==> config.mk <==
export PLATFORM = sky130hd
export DESIGN_NAME = rf_wr_arbiter_flat
export DESIGN_NICKNAME = d
export VERILOG_FILES = /design/src/rtl/rf_pkg.sv /design/src/rtl/rf_wr_arbiter_if.sv /design/src/rtl/rf_wr_arbiter_fifo.sv /design/src/rtl/rf_wr_arbiter.sv /design/src/flat_wrapper.sv
export SDC_FILE = /design/constraint.sdc
export NUM_CORES = 1
export LEC_CHECK = 0
export BUFFER_PORTS_ARGS = -buffer_cell sky130_fd_sc_hd__buf_2
export CAP_MARGIN = 10
export CORE_MARGIN = 2
export CORE_UTILIZATION = 55
export CTS_CLUSTER_SIZE = 12
export DETAILED_ROUTE_END_ITERATION = 10
export GPL_TIMING_DRIVEN = 0
export MAX_ROUTING_LAYER = met4
export PLACE_DENSITY = 0.88
export SLEW_MARGIN = 20
export SYNTH_ARGS = -nofsm -noshare
export SYNTH_HDL_FRONTEND = slang
export SYNTH_SLANG_ARGS = --single-unit
==> constraint.sdc <==
create_clock -name clk -period 4.1 [get_ports clk]
set_input_delay 0 -clock clk [delete_from_list [all_inputs] [get_ports clk]]
set_output_delay 0 -clock clk [all_outputs]
set_load 0.005 [all_outputs]
==> src/rtl/rf_pkg.sv <==
// Shared widths, register count and the write-request record for the
// register-file write-port arbiter.
package rf_pkg;

  localparam int RF_DATA_W   = 16;
  localparam int RF_ADDR_W   = 3;
  localparam int RF_NUM_REGS = 7;

  typedef struct packed {
    logic [RF_ADDR_W-1:0] addr;
    logic [RF_DATA_W-1:0] data;
  } wr_req_t;

  // Addresses at or above the implemented register count are dropped.
  function automatic logic addr_legal(input logic [RF_ADDR_W-1:0] a);
    return 32'(a) < 32'(RF_NUM_REGS);
  endfunction

endpackage

==> src/rtl/rf_wr_arbiter_if.sv <==
// Requester handshakes, register-file write port and hazard scoreboard
// bundled for the write-port arbiter.
interface rf_wr_arbiter_if;
  import rf_pkg::*;

  logic                   req0_valid;
  logic                   req0_ready;
  logic [RF_ADDR_W-1:0]   req0_addr;
  logic [RF_DATA_W-1:0]   req0_data;
  logic                   req1_valid;
  logic                   req1_ready;
  logic [RF_ADDR_W-1:0]   req1_addr;
  logic [RF_DATA_W-1:0]   req1_data;
  logic                   reg_wr_en;
  logic [RF_ADDR_W-1:0]   reg_wr_addr;
  logic [RF_DATA_W-1:0]   reg_wr_data;
  logic [RF_NUM_REGS-1:0] busy;
  logic                   err_bad_addr;

  modport slave (
    input  req0_valid, req0_addr, req0_data,
    input  req1_valid, req1_addr, req1_data,
    output req0_ready, req1_ready,
    output reg_wr_en, reg_wr_addr, reg_wr_data, busy, err_bad_addr
  );

  modport master (
    output req0_valid, req0_addr, req0_data,
    output req1_valid, req1_addr, req1_data,
    input  req0_ready, req1_ready,
    input  reg_wr_en, reg_wr_addr, reg_wr_data, busy, err_bad_addr
  );

endinterface

==> src/rtl/rf_wr_arbiter_fifo.sv <==
// DEPTH-entry synchronous FIFO for one writeback requester; exposes each
// slot's occupancy and address so the top can build the busy scoreboard.
module rf_wr_fifo
  import rf_pkg::*;
#(
  parameter int DEPTH = 2
) (
  input  logic                                 clk,
  input  logic                                 rst_n,
  input  logic                                 i_push,
  input  wr_req_t                              i_data,
  input  logic                                 i_pop,
  output logic                                 o_full,
  output logic                                 o_empty,
  output wr_req_t                              o_head,
  output logic [DEPTH-1:0]                     o_ent_valid,
  output logic [DEPTH-1:0][RF_ADDR_W-1:0]      o_ent_addr
);

  localparam int PTR_W = $clog2(DEPTH);
  localparam int CNT_W = PTR_W + 1;

  wr_req_t           r_mem [DEPTH];
  logic [PTR_W-1:0]  r_rd_ptr;
  logic [PTR_W-1:0]  r_wr_ptr;
  logic [CNT_W-1:0]  r_cnt;
  logic [PTR_W-1:0]  w_off [DEPTH];

  assign o_full  = (r_cnt == CNT_W'(DEPTH));
  assign o_empty = (r_cnt == '0);
  assign o_head  = r_mem[r_rd_ptr];

  always_ff @(posedge clk or negedge rst_n) begin
    if (!rst_n) begin
      for (int i = 0; i < DEPTH; i++) r_mem[i] <= '0;
      r_rd_ptr <= '0;
      r_wr_ptr <= '0;
      r_cnt    <= '0;
    end else begin
      if (i_push) begin
        r_mem[r_wr_ptr] <= i_data;
        r_wr_ptr        <= r_wr_ptr + PTR_W'(1);
      end
      if (i_pop) r_rd_ptr <= r_rd_ptr + PTR_W'(1);
      case ({i_push, i_pop})
        2'b10:   r_cnt <= r_cnt + CNT_W'(1);
        2'b01:   r_cnt <= r_cnt - CNT_W'(1);
        default: r_cnt <= r_cnt;
      endcase
    end
  end

  // A slot is occupied when its distance from the read pointer is below the count.
  always_comb begin
    for (int i = 0; i < DEPTH; i++) begin
      w_off[i]       = PTR_W'(i) - r_rd_ptr;
      o_ent_valid[i] = ({1'b0, w_off[i]} < r_cnt);
      o_ent_addr[i]  = r_mem[i].addr;
    end
  end

endmodule

==> src/rtl/rf_wr_arbiter.sv <==
// Register-file write-port arbiter: two buffered writeback requesters, one
// registered write per cycle, pending-write scoreboard. RF_WR_ARB_RR_EN selects round-robin.
module rf_wr_arbiter
  import rf_pkg::*;
#(
  parameter int DEPTH = 2
) (
  input  logic                  clk,
  input  logic                  rst_n,
  rf_wr_arbiter_if.slave        bus
);

  localparam int DATA_W   = RF_DATA_W;
  localparam int ADDR_W   = RF_ADDR_W;
  localparam int NUM_REGS = RF_NUM_REGS;

  logic                              w_full0, w_empty0, w_push0, w_gnt0;
  logic                              w_full1, w_empty1, w_push1, w_gnt1;
  wr_req_t                           w_in0, w_in1, w_head0, w_head1, w_sel;
  logic [DEPTH-1:0]                  w_ev0, w_ev1;
  logic [DEPTH-1:0][ADDR_W-1:0]      w_ea0, w_ea1;
  logic                              w_pop, w_legal;
  logic                              r_wr_en, r_err;
  logic [ADDR_W-1:0]                 r_wr_addr;
  logic [DATA_W-1:0]                 r_wr_data;
  logic [NUM_REGS-1:0]               w_busy;

  assign bus.req0_ready = !w_full0;
  assign bus.req1_ready = !w_full1;
  assign w_push0 = bus.req0_valid && !w_full0;
  assign w_push1 = bus.req1_valid && !w_full1;
  assign w_in0   = {bus.req0_addr, bus.req0_data};
  assign w_in1   = {bus.req1_addr, bus.req1_data};

  rf_wr_fifo #(.DEPTH(DEPTH)) u_fifo0 (
    .clk(clk), .rst_n(rst_n), .i_push(w_push0), .i_data(w_in0), .i_pop(w_gnt0),
    .o_full(w_full0), .o_empty(w_empty0), .o_head(w_head0),
    .o_ent_valid(w_ev0), .o_ent_addr(w_ea0)
  );

  rf_wr_fifo #(.DEPTH(DEPTH)) u_fifo1 (
    .clk(clk), .rst_n(rst_n), .i_push(w_push1), .i_data(w_in1), .i_pop(w_gnt1),
    .o_full(w_full1), .o_empty(w_empty1), .o_head(w_head1),
    .o_ent_valid(w_ev1), .o_ent_addr(w_ea1)
  );

`ifdef RF_WR_ARB_RR_EN
  logic r_prio1;  // 1: FIFO1 wins the next contended cycle

  assign w_gnt0 = !w_empty0 && (w_empty1 || !r_prio1);
  assign w_gnt1 = !w_empty1 && (w_empty0 || r_prio1);

  always_ff @(posedge clk or negedge rst_n) begin
    if (!rst_n)      r_prio1 <= 1'b0;
    else if (w_gnt0) r_prio1 <= 1'b1;
    else if (w_gnt1) r_prio1 <= 1'b0;
  end
`else
  assign w_gnt0 = !w_empty0;
  assign w_gnt1 = w_empty0 && !w_empty1;
`endif

  assign w_pop   = w_gnt0 || w_gnt1;
  assign w_sel   = w_gnt1 ? w_head1 : w_head0;
  assign w_legal = addr_legal(w_sel.addr);

  // Illegal entries are consumed but leave the write port address/data untouched.
  always_ff @(posedge clk or negedge rst_n) begin
    if (!rst_n) begin
      r_wr_en   <= 1'b0;
      r_err     <= 1'b0;
      r_wr_addr <= '0;
      r_wr_data <= '0;
    end else begin
      r_wr_en <= w_pop && w_legal;
      r_err   <= w_pop && !w_legal;
      if (w_pop && w_legal) begin
        r_wr_addr <= w_sel.addr;
        r_wr_data <= w_sel.data;
      end
    end
  end

  always_comb begin
    w_busy = '0;
    for (int r = 0; r < NUM_REGS; r++) begin
      for (int e = 0; e < DEPTH; e++) begin
        if (w_ev0[e] && (w_ea0[e] == ADDR_W'(r))) w_busy[r] = 1'b1;
        if (w_ev1[e] && (w_ea1[e] == ADDR_W'(r))) w_busy[r] = 1'b1;
      end
      if (r_wr_en && (r_wr_addr == ADDR_W'(r))) w_busy[r] = 1'b1;
    end
  end

  assign bus.reg_wr_en    = r_wr_en;
  assign bus.reg_wr_addr  = r_wr_addr;
  assign bus.reg_wr_data  = r_wr_data;
  assign bus.err_bad_addr = r_err;
  assign bus.busy         = w_busy;

endmodule

==> src/flat_wrapper.sv <==
// flat-port wrapper written by rule: the top's interface ports become plain ports
module rf_wr_arbiter_flat import rf_pkg::*;
#(
  parameter int DEPTH = 2
)
  (clk, rst_n, bus_req0_valid, bus_req0_addr, bus_req0_data, bus_req1_valid, bus_req1_addr, bus_req1_data, bus_req0_ready, bus_req1_ready, bus_reg_wr_en, bus_reg_wr_addr, bus_reg_wr_data, bus_busy, bus_err_bad_addr);
  rf_wr_arbiter_if bus_i ();
  input  logic clk;
  input  logic rst_n;
  input wire logic [$bits(bus_i.req0_valid)-1:0] bus_req0_valid;
  input wire logic [$bits(bus_i.req0_addr)-1:0] bus_req0_addr;
  input wire logic [$bits(bus_i.req0_data)-1:0] bus_req0_data;
  input wire logic [$bits(bus_i.req1_valid)-1:0] bus_req1_valid;
  input wire logic [$bits(bus_i.req1_addr)-1:0] bus_req1_addr;
  input wire logic [$bits(bus_i.req1_data)-1:0] bus_req1_data;
  output wire logic [$bits(bus_i.req0_ready)-1:0] bus_req0_ready;
  output wire logic [$bits(bus_i.req1_ready)-1:0] bus_req1_ready;
  output wire logic [$bits(bus_i.reg_wr_en)-1:0] bus_reg_wr_en;
  output wire logic [$bits(bus_i.reg_wr_addr)-1:0] bus_reg_wr_addr;
  output wire logic [$bits(bus_i.reg_wr_data)-1:0] bus_reg_wr_data;
  output wire logic [$bits(bus_i.busy)-1:0] bus_busy;
  output wire logic [$bits(bus_i.err_bad_addr)-1:0] bus_err_bad_addr;
  assign bus_i.req0_valid = bus_req0_valid;
  assign bus_i.req0_addr = bus_req0_addr;
  assign bus_i.req0_data = bus_req0_data;
  assign bus_i.req1_valid = bus_req1_valid;
  assign bus_i.req1_addr = bus_req1_addr;
  assign bus_i.req1_data = bus_req1_data;
  assign bus_req0_ready = bus_i.req0_ready;
  assign bus_req1_ready = bus_i.req1_ready;
  assign bus_reg_wr_en = bus_i.reg_wr_en;
  assign bus_reg_wr_addr = bus_i.reg_wr_addr;
  assign bus_reg_wr_data = bus_i.reg_wr_data;
  assign bus_busy = bus_i.busy;
  assign bus_err_bad_addr = bus_i.err_bad_addr;
  rf_wr_arbiter #(.DEPTH(DEPTH)) u_core (.clk(clk), .rst_n(rst_n), .bus(bus_i));
endmodule
==> results of run 1 <==
[layout by cell type (no fill, tap or decap), drive strengths merged, types with 3 or more instances in the layout]
master	n
nor2	8
clkbuf	14
nand2	8
mux2	92
nor4bb	3
nand2b	5
o22ai	3
o21ai	5
buf	87
nand3	7
a21oi	9
a31oi	8
dlygate4sd3	40
xnor2	8
dfrtp	105
inv	6
mux2i	52
nor4b	5
nor2b	5
[sequential cells by signal (all words and copies together) (netlist names), 2 cells and up]
name,cells
u_core.bus.reg_wr_data,16
u_core.u_fifo0.r_cnt,2
u_core.bus.reg_wr_addr,3
u_core.u_fifo1.o_ent_addr,6
u_core.u_fifo1.r_mem,32
u_core.u_fifo0.r_mem,32
u_core.u_fifo0.o_ent_addr,6
u_core.u_fifo1.r_cnt,2
[worst max-delay path by stage]
stage	from	depth (start not counted)	endpoint
5_1_grt	u_core.u_fifo1.r_rd_ptr	6	bus_busy[1]
6_report	u_core.u_fifo0.r_cnt[1]	5	u_core.bus.reg_wr_data[8]
4_1_cts	u_core.u_fifo0.r_cnt[1]	5	u_core.bus.reg_wr_data[11]
2_1_floorplan	u_core.u_fifo0.r_cnt[1]	7	u_core.u_fifo1.r_cnt[1]
3_3_place_gp	rst_n	1	u_core.bus.reg_wr_data[2]
3_5_place_dp	u_core.u_fifo0.r_cnt[1]	5	u_core.bus.reg_wr_data[14]
[power groups by stage]
stage	sequential, W	combinational, W	clock (W)
floorplan	0.00189	0.00202	0
global placement	0.00193	0.00255	0
detailed placement	0.00197	0.00266	0
CTS	0.00195	0.00271	0.000726
global route	0.00203	0.00295	0.000764
finish	0.00197	0.00272	0.000709
[per-layer routing]
| metal | part of all wire | wire length (um) |
|---|---|---|
| met1 | 0.43 | 4814 |
| met2 | 0.51 | 5673 |
| met4 | 0.022 | 242 |
| met5 | 0 | 0 |
| met3 | 0.037 | 408 |
[kinds of logic (layout without fill, tap and decap cells)]
logic type	after synthesis	in the layout	synth area share
compound gates	35	35	0.04942
xor+xnor	10	10	0.01704
fa+ha+maj	2	2	0.004868
buf+inv	24	152	0.02823
flops	105	105	0.5112
mux	144	144	0.3079
simple gates	55	55	0.08130
[cell type report]
| class | count | area (sq um) |
|---|---|---|
| clock buffers | 9 | 123.9 |
| plain buffers | 20 | 130.1 |
| well taps | 111 | 138.9 |
| clock inverters | 7 | 101.3 |
| fillers | 633 | 2859 |
| inverters | 4 | 15.01 |
| flip-flops and latches | 105 | 2628 |
| repair buffers | 112 | 789.5 |
| multi-input cells | 246 | 2367 |
[critical path: stages (launching register included)]
cell,delay (ps)
dfrtp_1,490
nor2_4,250
o21ai_2,120
o22ai_4,390
buf_6,260
mux2_4,310
[stage by stage]
step | power (W) | worst slack [ps] | instances | area, sq um
finish | 0.005401 | 2172 | 614 | 6294
global route | 0.005745 | 2026 | 614 | 6294
CTS | 0.005384 | 2166 | 614 | 6294
detailed placement | 0.004627 | 2226 | 558 | 5668
global placement | 0.004483 | 2014 | 557 | 5634
floorplan | 0.003906 | 2470 | 375 | 5140
[timing repair]
action                    in CTS  in global routing
hold buffers                  40                  0
resized for setup              0                  0
setup buffers                  0                  0
hold endpoints to repair     182                  0
==> metrics, run 1 <==
outcome=finished, final reports clean; DR pass1 iterations=4; max_slew headroom=0.6204; GR met1 Demand/Resource=0.2986; clock sink count=105; routing usage on met2=0.3974; Slew Viols, Final=0; switch share=0.3693; die area=between 10,000 and 15,000 sq um; RSZ-0062 raised after global routing=false; post-route ant nets=0; worst skew pair latency=360 ps; share of layout cells above drive strength 1=0.4334; Crit Path Max Fanout=10; Worst-Margin Slew=between 500 and 600 ps; # port buffers=approximately 70; Comb power frac=0.504; Num CTS Buffers=9; crit end category=flip-flop; top-area cell type share of the netlist area=0.5112; initial antenna violation count=0; P_int=0.003406 W; top post-synthesis cells by count=dfrtp_1 (105), mux2_2 (84), mux2i_1 (52); worst-case hold slack=34.19 ps; Pwr per Cell Area=around 860 nW/um^2; final weighted congestion in routability-driven placement=0.8451; clock root cell=clkbuf_8; Nets=approximately 540; CP required=approximately 4300 ps; GR peak layer=met2; critical path class=flip-flop to flip-flop; hpwl dp=between 7000 and 8000 um; via density per instance=5.756; Sw Pwr=0.001994 W; gr ovfl total=0; grt met3 use=0.04300; hold path startpoint=bus_req1_valid; Final setup viols=0; max-capacitance violation count=0; Final Hold Viols=0; syn_nets=about 420; I/O pin count=72; Core Area=slightly above 9000 sq um; hold endpoint=u_core.u_fifo1.r_wr_ptr; Clock Skews=between 15 and 20 ps; register area share after synthesis=0.5112; final setup TNS=0 ps; initial core utilization=0.5616; synthesized cell area=~5100 sq um; Lkg Pwr=2.930 nW; Post-synth EDFFs=0; worst hold path stage count=3; most frequent cell after synthesis=dfrtp_1; sequential power share=0.365; Cells after Synth=between 300 and 400; Worst Reg2Reg Path Length in Cells=5; Worst R2R Setup Slack=around 2200 ps; number of diodes=0; vias in the first global route=between 3,000 and 4,000; ys async rst share=1.000; Yosys top cell by area=dfrtp_1; CTS Buffer Depth=2; period utilisation layout=0.4703; Seq cells post-synth=105; die width=100.7 um; HP Class=primary input to flip-flop; H-Tree Depth=3; final core occ=0.6876; clock network power share=0.131; Yosys cell types=49; R2R Path End=u_core.bus.reg_wr_data[8]; syn avg cell area=around 14 sq um; first-iteration detailed-routing DRC count=174; Clk pin slew, worst setup/hold paths=around 90 ps; Rows=35; Synth Warn #=0; Final Critical Period=around 1900 ps; Routed WL=around 11,000 um; global-route wire length before repair=~18,000 um; routed vias=3,534; largest net degree at the start of global routing=66; most area-consuming cells after synthesis=dfrtp_1 (51%), mux2_2 (18%), mux2i_1 (10%), mux2_4 (2.0%), xnor2_1 (1.4%); routed length per instance=18.14 um; P&R area growth vs syn=22.44%; DR DRC count=0; Total GRT Usage=0.2404; r2r startpoint=u_core.u_fifo0.r_cnt[1]; CTS tree=built; startpoint types=flip-flop; Fmax achieved=around 520 MHz; main flop type after synthesis=dfrtp_1; Die Span Y=approximately 100 um; CP arrival=about 2200 ps; Max VDD drop=slightly below 400 uV
(Power assumes the default switching activity.)
==> run 2: changes to the inputs <==
--- a/config.mk
+++ b/config.mk
@@ -8,12 +8,12 @@
 export BUFFER_PORTS_ARGS = -buffer_cell sky130_fd_sc_hd__buf_2
 export CAP_MARGIN = 10
 export CORE_MARGIN = 2
-export CORE_UTILIZATION = 55
+export CORE_UTILIZATION = 52
 export CTS_CLUSTER_SIZE = 12
 export DETAILED_ROUTE_END_ITERATION = 10
 export GPL_TIMING_DRIVEN = 0
 export MAX_ROUTING_LAYER = met4
-export PLACE_DENSITY = 0.88
+export PLACE_DENSITY = 0.87
 export SLEW_MARGIN = 20
 export SYNTH_ARGS = -nofsm -noshare
 export SYNTH_HDL_FRONTEND = slang
==> constraint.sdc (replaced) <==
create_clock -name clk -period 1.7 [get_ports clk]
set_input_delay 0 -clock clk [delete_from_list [all_inputs] [get_ports clk]]
set_output_delay 0 -clock clk [all_outputs]
set_load 0.005 [all_outputs]
==> run 2 against run 1 <==
Effect of this change: power increased by 150%; wire length is 4.0% higher; cell area up 3.7%; highest routed layer unchanged.
==> metrics, run 2 (same netlist as run 1, synthesis figures left out) <==
outcome=finished, final reports clean; share of layout cells above drive strength 1=0.4741; Max VDD drop=around 660 uV; Setup crit end=bus_busy[5]; global-route wire length before repair=between 15,000 and 20,000 um; DR WL met2=slightly below 6000 um; die width=a little over 100 um; CP startpoint=u_core.u_fifo1.r_cnt[1]; RSZ-0062 raised after global routing=true; number of diodes=0; Total GRT Usage=0.2227; Final setup viols=0; Clk pin slew, worst setup/hold paths=around 90 ps; Clock Skews=slightly below 10 ps; Routed WL=around 12,000 um; vias in the first global route=around 3,400; r2r startpoint=u_core.u_fifo0.o_ent_addr[4]; Nets=561; wl on met1=5128 um; Lkg Pwr=3.024 nW; worst skew pair latency=roughly 370 ps; Num CTS Buffers=9; DR DRC count=0; Rows=36; routed length per instance=between 15 and 20 um; post-route ant nets=0; Slew Viols, Final=0; max-capacitance violation count=0; CP required=approximately 1700 ps; WL met3=about 370 um; Pwr per Cell Area=~2000 nW/um^2; Worst-Margin Slew=498.5 ps; H-Tree Depth=3; via density per instance=about 5.5; routed vias=between 3,000 and 4,000; max_slew headroom=0.6677; non-filler cells, final=654; max layer used=met4; gr ovfl total=0; HP Class=primary input to flip-flop; Crit Path Max Fanout=7; crit end category=output pin; # port buffers=between 70 and 80; largest net degree at the start of global routing=55; Fmax achieved=between 500 and 600 MHz; CTS Buffer Depth=2; Placed Area=between 5000 and 6000 sq um; hpwl dp=between 7000 and 8000 um; worst-case hold slack=between 20 and 30 ps; Die Span Y=just over 100 um; I/O pin count=72; DR pass1 iterations=5; Placed Cells=between 500 and 600; final weighted congestion in routability-driven placement=0.8929; initial core utilization=0.5307; period utilisation layout=0.9932; clock root cell=clkbuf_8; Worst Reg2Reg Path Length in Cells=5; Worst R2R Setup Slack=40 ps; cell area after layout=6524 sq um; critical path class=flip-flop to output pin; die area=10,700 sq um; startpoint types=flip-flop; Core Area=9684 sq um; commonest cells after routing, fill and taps aside=dfrtp_1 (100), mux2_2 (84), buf_2 (76); CTS tree=built; initial antenna violation count=0; Final Critical Period=approximately 1700 ps; commonest non-fill, non-tap cell in the layout=dfrtp_1; P&R area growth vs syn=26.92%; Final Hold Viols=0; clock sink count=between 100 and 150; R2R Path End=u_core.bus.reg_wr_data[10]; CP arrival=1690 ps; first-iteration detailed-routing DRC count=around 140
## run 2: what timing repair did
item | 4_1_cts | 5_1_grt
gates resized for setup | 13 | 23
pin swaps | 6 | 7
setup endpoints to repair | 55 | 57
hold buffers | 40 | 0
hold endpoints to repair | 130 | 0
setup buffers | 7 | 14
## run 2: final cells by class
class,instances,area [sq um]
buffer,18,146.4
clock buffer,13,138.9
clock inverter,2,16.27
fill,712,3161
inverter,4,15.01
multi-input combinational,246,2452
sequential,105,2634
tap,133,166.4
timing repair buffer,133,954.7
## run 2: how the worst min path moves through the flow
stage | from | to | cells past startpoint
after detailed placement | rst_n | u_core.bus.reg_wr_data[3] | 1
after global routing | bus_req1_valid | u_core.u_fifo1.r_wr_ptr | 3
final | bus_req1_valid | u_core.u_fifo1.r_wr_ptr | 3
after floorplan | rst_n | u_core.bus.err_bad_addr | 0
after global placement | bus_req1_data[11] | u_core.u_fifo1.r_mem[30] | 2
after CTS | bus_req1_valid | u_core.u_fifo1.r_wr_ptr | 3
## run 2: power breakdown
group	switching [W]	internal, W	leakage, nW
logic	0.00317	0.00400	1.72
clock network	0.000807	0.000531	0.0737
registers	0.000978	0.00384	1.23
## run 2: stage by stage
stage	power (W)	setup slack, ps	TNS, ps	util
6_report	0.01333	11.58	0	0.6736
5_1_grt	0.01415	-53.55	-196.0	0.6736
4_1_cts	0.01280	-41.32	-90.66	0.6545
3_5_place_dp	0.01117	-197.8	-2211	0.5881
3_3_place_gp	0.01083	-392.5	-42000	0.5846
2_1_floorplan	0.009420	70.03	0	-
## run 2: critical path: stages, from the launching register on
cell and delay, ps:
dfrtp_2 470, buf_6 150, a21oi_4 190, nor4bb_1 90, a31oi_1 180, nand4_1 110, buf_2 130
## run 2: per-layer routing
metal	up-vias	GRT usage
li1	1665	-
met1	1837	0.2845
met2	89	0.3603
met3	20	0.03360
met4	0	0.08603
met5	-	-
==> run 3: changes to the inputs <==
--- a/config.mk
+++ b/config.mk
@@ -17,4 +17,5 @@
 export SLEW_MARGIN = 20
 export SYNTH_ARGS = -nofsm -noshare
 export SYNTH_HDL_FRONTEND = slang
+export SYNTH_HIERARCHICAL = 1
 export SYNTH_SLANG_ARGS = --single-unit
==> run 3 against run 2 <==
Effect of this change: final cell count increased by 6.9%; cell area up 13%; clock power up 7%; clock-buffer cell count decreased by 3; maximum frequency shrank 20%; sequential cell count unchanged; synthesized cell count is 1.3% higher; the run now ends with negative setup slack left; register-to-register slack worse by 450 ps; wire length rose by 31%.
==> metrics, run 3 <==
outcome=finished with violations; violated checks=negative setup slack; Clock Skews=~16 ps; Max VDD drop=approximately 1100 uV; non-filler cells, final=around 700; Final setup viols=46; routed vias=between 3,000 and 4,000; syn avg cell area=roughly 14 sq um; worst skew pair latency=370 ps; final weighted congestion in routability-driven placement=between 0.8 and 0.9; DR pass1 iterations=5; number of diodes=0; Pwr per Cell Area=roughly 2200 nW/um^2; clock network power share=0.087; clock root cell=clkbuf_8; # port buffers=71; CP required=around 2000 ps; P_int=approximately 0.010 W; post-synthesis adder-cell area fraction=0.004822; CP top delay family=multiplexers; final setup TNS=-9136 ps; gr ovfl total=0; H-Tree Depth=3; multiplexer area fraction after synthesis=0.3259; register area share after synthesis=0.5063; Worst Path Buf+Inv=3; Synth Area in XOR/XNOR=0.01688; Comb power frac=0.618; Rows=36; CP arrival=about 2400 ps; Clk pin slew, worst setup/hold paths=between 100 and 150 ps; Seq cells post-synth=~110; HP Class=primary input to asynchronous set/reset pin; Num CTS Buffers=9; Nets=just over 600; RSZ-0062 raised after global routing=true; Yosys cell types=46; CTS Buffer Depth=2; via density per instance=between 5 and 6; ys async rst share=1.000; stages on the worst setup path=8; share of layout cells above drive strength 1=0.6307; Synth Warn #=6; CTS tree=built; Setup WS post-layout=-405.1 ps; hpwl dp=slightly below 8000 um; clock sink count=~110; Worst R2R Setup Slack=-410 ps; vias in the first global route=slightly above 4,000; Cells after Synth=380; initial antenna violation count=1; Worst Reg2Reg Path Length in Cells=8; most frequent cell after synthesis=mux2_2; startpoint types=flip-flop; CP Cell Sequence=buf_6 -> mux2_4 -> and4b_2 -> a31oi_4 -> o21ai_4 -> clkinv_4 -> buf_12 -> mux2_4; Post-synth EDFFs=0; commonest non-fill, non-tap cell in the layout=mux2_2; I/O pin count=72; die area=10,800 sq um; Final Hold Viols=0; CP startpoint=u_core/u_fifo1/r_rd_ptr; worst-case hold slack=131.2 ps; P&R area growth vs syn=41.61%; Crit Path Max Fanout=6; Fmax achieved=roughly 480 MHz; period utilisation layout=1.238; die width=roughly 100 um; largest net degree at the start of global routing=57; critical path class=flip-flop to flip-flop; most area-consuming cells after synthesis=dfrtp_1 (51%), mux2_2 (29%), mux2_4 (2.6%), buf_4 (1.7%), nor2b_1 (1.3%); commonest cells after routing, fill and taps aside=mux2_2 (106), dfrtp_1 (101), buf_2 (70); Synth Area in Compound Gates=0.03568; global-route wire length before repair=roughly 22,000 um; syn_nets=between 400 and 500; main flop type after synthesis=dfrtp_1; initial core utilization=0.5334; post-route ant nets=0; Placed Cells=between 500 and 600; post-synthesis simple-gate area fraction=0.06172; largest family of logic cells by synthesized area=multiplexers; Lkg Pwr=~3.4 nW; Sw Pwr=approximately 0.0059 W; r2r startpoint=u_core/u_fifo1/r_rd_ptr; routed length per instance=21.63 um; PnR Total Power=0.01635 W; Die Span Y=103.9 um; DR DRC count=0; synthesized cell area=between 5000 and 6000 sq um; Yosys top cell by area=dfrtp_1; Max stage delay cell, worst path=dfrtp_1; sequential power share=0.295; Worst-Margin Slew=481.9 ps; Final Critical Period=about 2100 ps; top-area cell type share of the netlist area=0.5063; max-capacitance violation count=0; CP max stage delay=roughly 430 ps; Slew Viols, Final=0; top post-synthesis cells by count=mux2_2 (135), dfrtp_1 (105), buf_4 (12); switch share=0.3638; Routed WL=15,120 um; first-iteration detailed-routing DRC count=277; most used cell, CP=mux2_4; max_slew headroom=0.6787; Total GRT Usage=0.2635; crit end category=flip-flop; Core Area=9729 sq um
==> run 3: changes by cell type in the layout (fill, tap and decap cells not counted), sizes merged, moves of 5 or more <==
cell   previous run  this run
a21oi             9         4
and3              0         6
buf             106       150
inv               4        12
mux2             92       146
mux2i            52         1
nand3             7         2
nor2              8        13
nor2b             5        11
nor4b             5         0
==> run 3: layer usage <==
metal | global-route usage | wire length, um
met1 | 0.3289 | 6289
met2 | 0.4309 | 7623
met3 | 0.03321 | 705
met4 | 0.1236 | 501
met5 | - | 0
==> run 3: through the flow <==
step / area [sq um] / worst slack [ps] / util
2_1_floorplan: 5230 / -314.1 / -
3_3_place_gp: 5752 / -514.7 / 0.5912
3_5_place_dp: 5786 / -556.5 / 0.5947
4_1_cts: 6888 / -347.6 / 0.7079
5_1_grt: 7350 / -419.1 / 0.7554
6_report: 7350 / -405.1 / 0.7554
==> run 3: cells by family (layout without fill, tap and decap cells) <==
kind of cell | count (synthesis) | count (layout)
buffers and inverters | 35 | 221
DFF | 105 | 105
adders and majority gates | 2 | 2
muxes | 147 | 147
and+or+nand+nor | 55 | 55
xor gates and xnor gates | 10 | 10
AOI/OAI and AO/OA | 26 | 26
==> run 3: path summary, 6_finish.rpt <==
check                                       endpoint
setup / recovery           u_core/bus.reg_wr_data[8]
hold / removal             u_core/bus.reg_wr_data[3]
setup reg to reg           u_core/bus.reg_wr_data[8]
hold reg to reg              u_core/u_fifo1/r_mem[0]
max in group asynchronous    u_core/u_fifo1/r_cnt[0]
min in group clk             u_core/u_fifo1/r_wr_ptr
==> run 3: area by class of cell <==
| cell class | count | area, sq um |
|---|---|---|
| Buffer | 22 | 241.5 |
| Clock buffer | 10 | 127.6 |
| Clock inverter | 6 | 43.79 |
| Fill cell | 566 | 2380 |
| Inverter | 12 | 55.05 |
| Multi-Input combinational cell | 240 | 2679 |
| Sequential cell | 105 | 2633 |
| Tap cell | 133 | 166.4 |
| Timing Repair Buffer | 171 | 1404 |
==> run 3: power by group through the flow <==
stage | Combinational [W] | Sequential (W) | Clock [W]
CTS | 0.00854 | 0.00467 | 0.00141
detailed placement | 0.00685 | 0.00470 | 0
global placement | 0.00665 | 0.00459 | 0
global route | 0.0106 | 0.00494 | 0.00155
finish | 0.0101 | 0.00482 | 0.00143
floorplan | 0.00528 | 0.00449 | 0
==> run 3: what timing repair did <==
action / in CTS / in global routing
pin swaps: 13 / 9
gates resized for setup: 53 / 46
hold endpoints to repair: 181 / 0
gates cloned: 1 / 4
setup buffers: 32 / 24
hold buffers: 39 / 0
endpoints found under the setup margin: 80 / 88
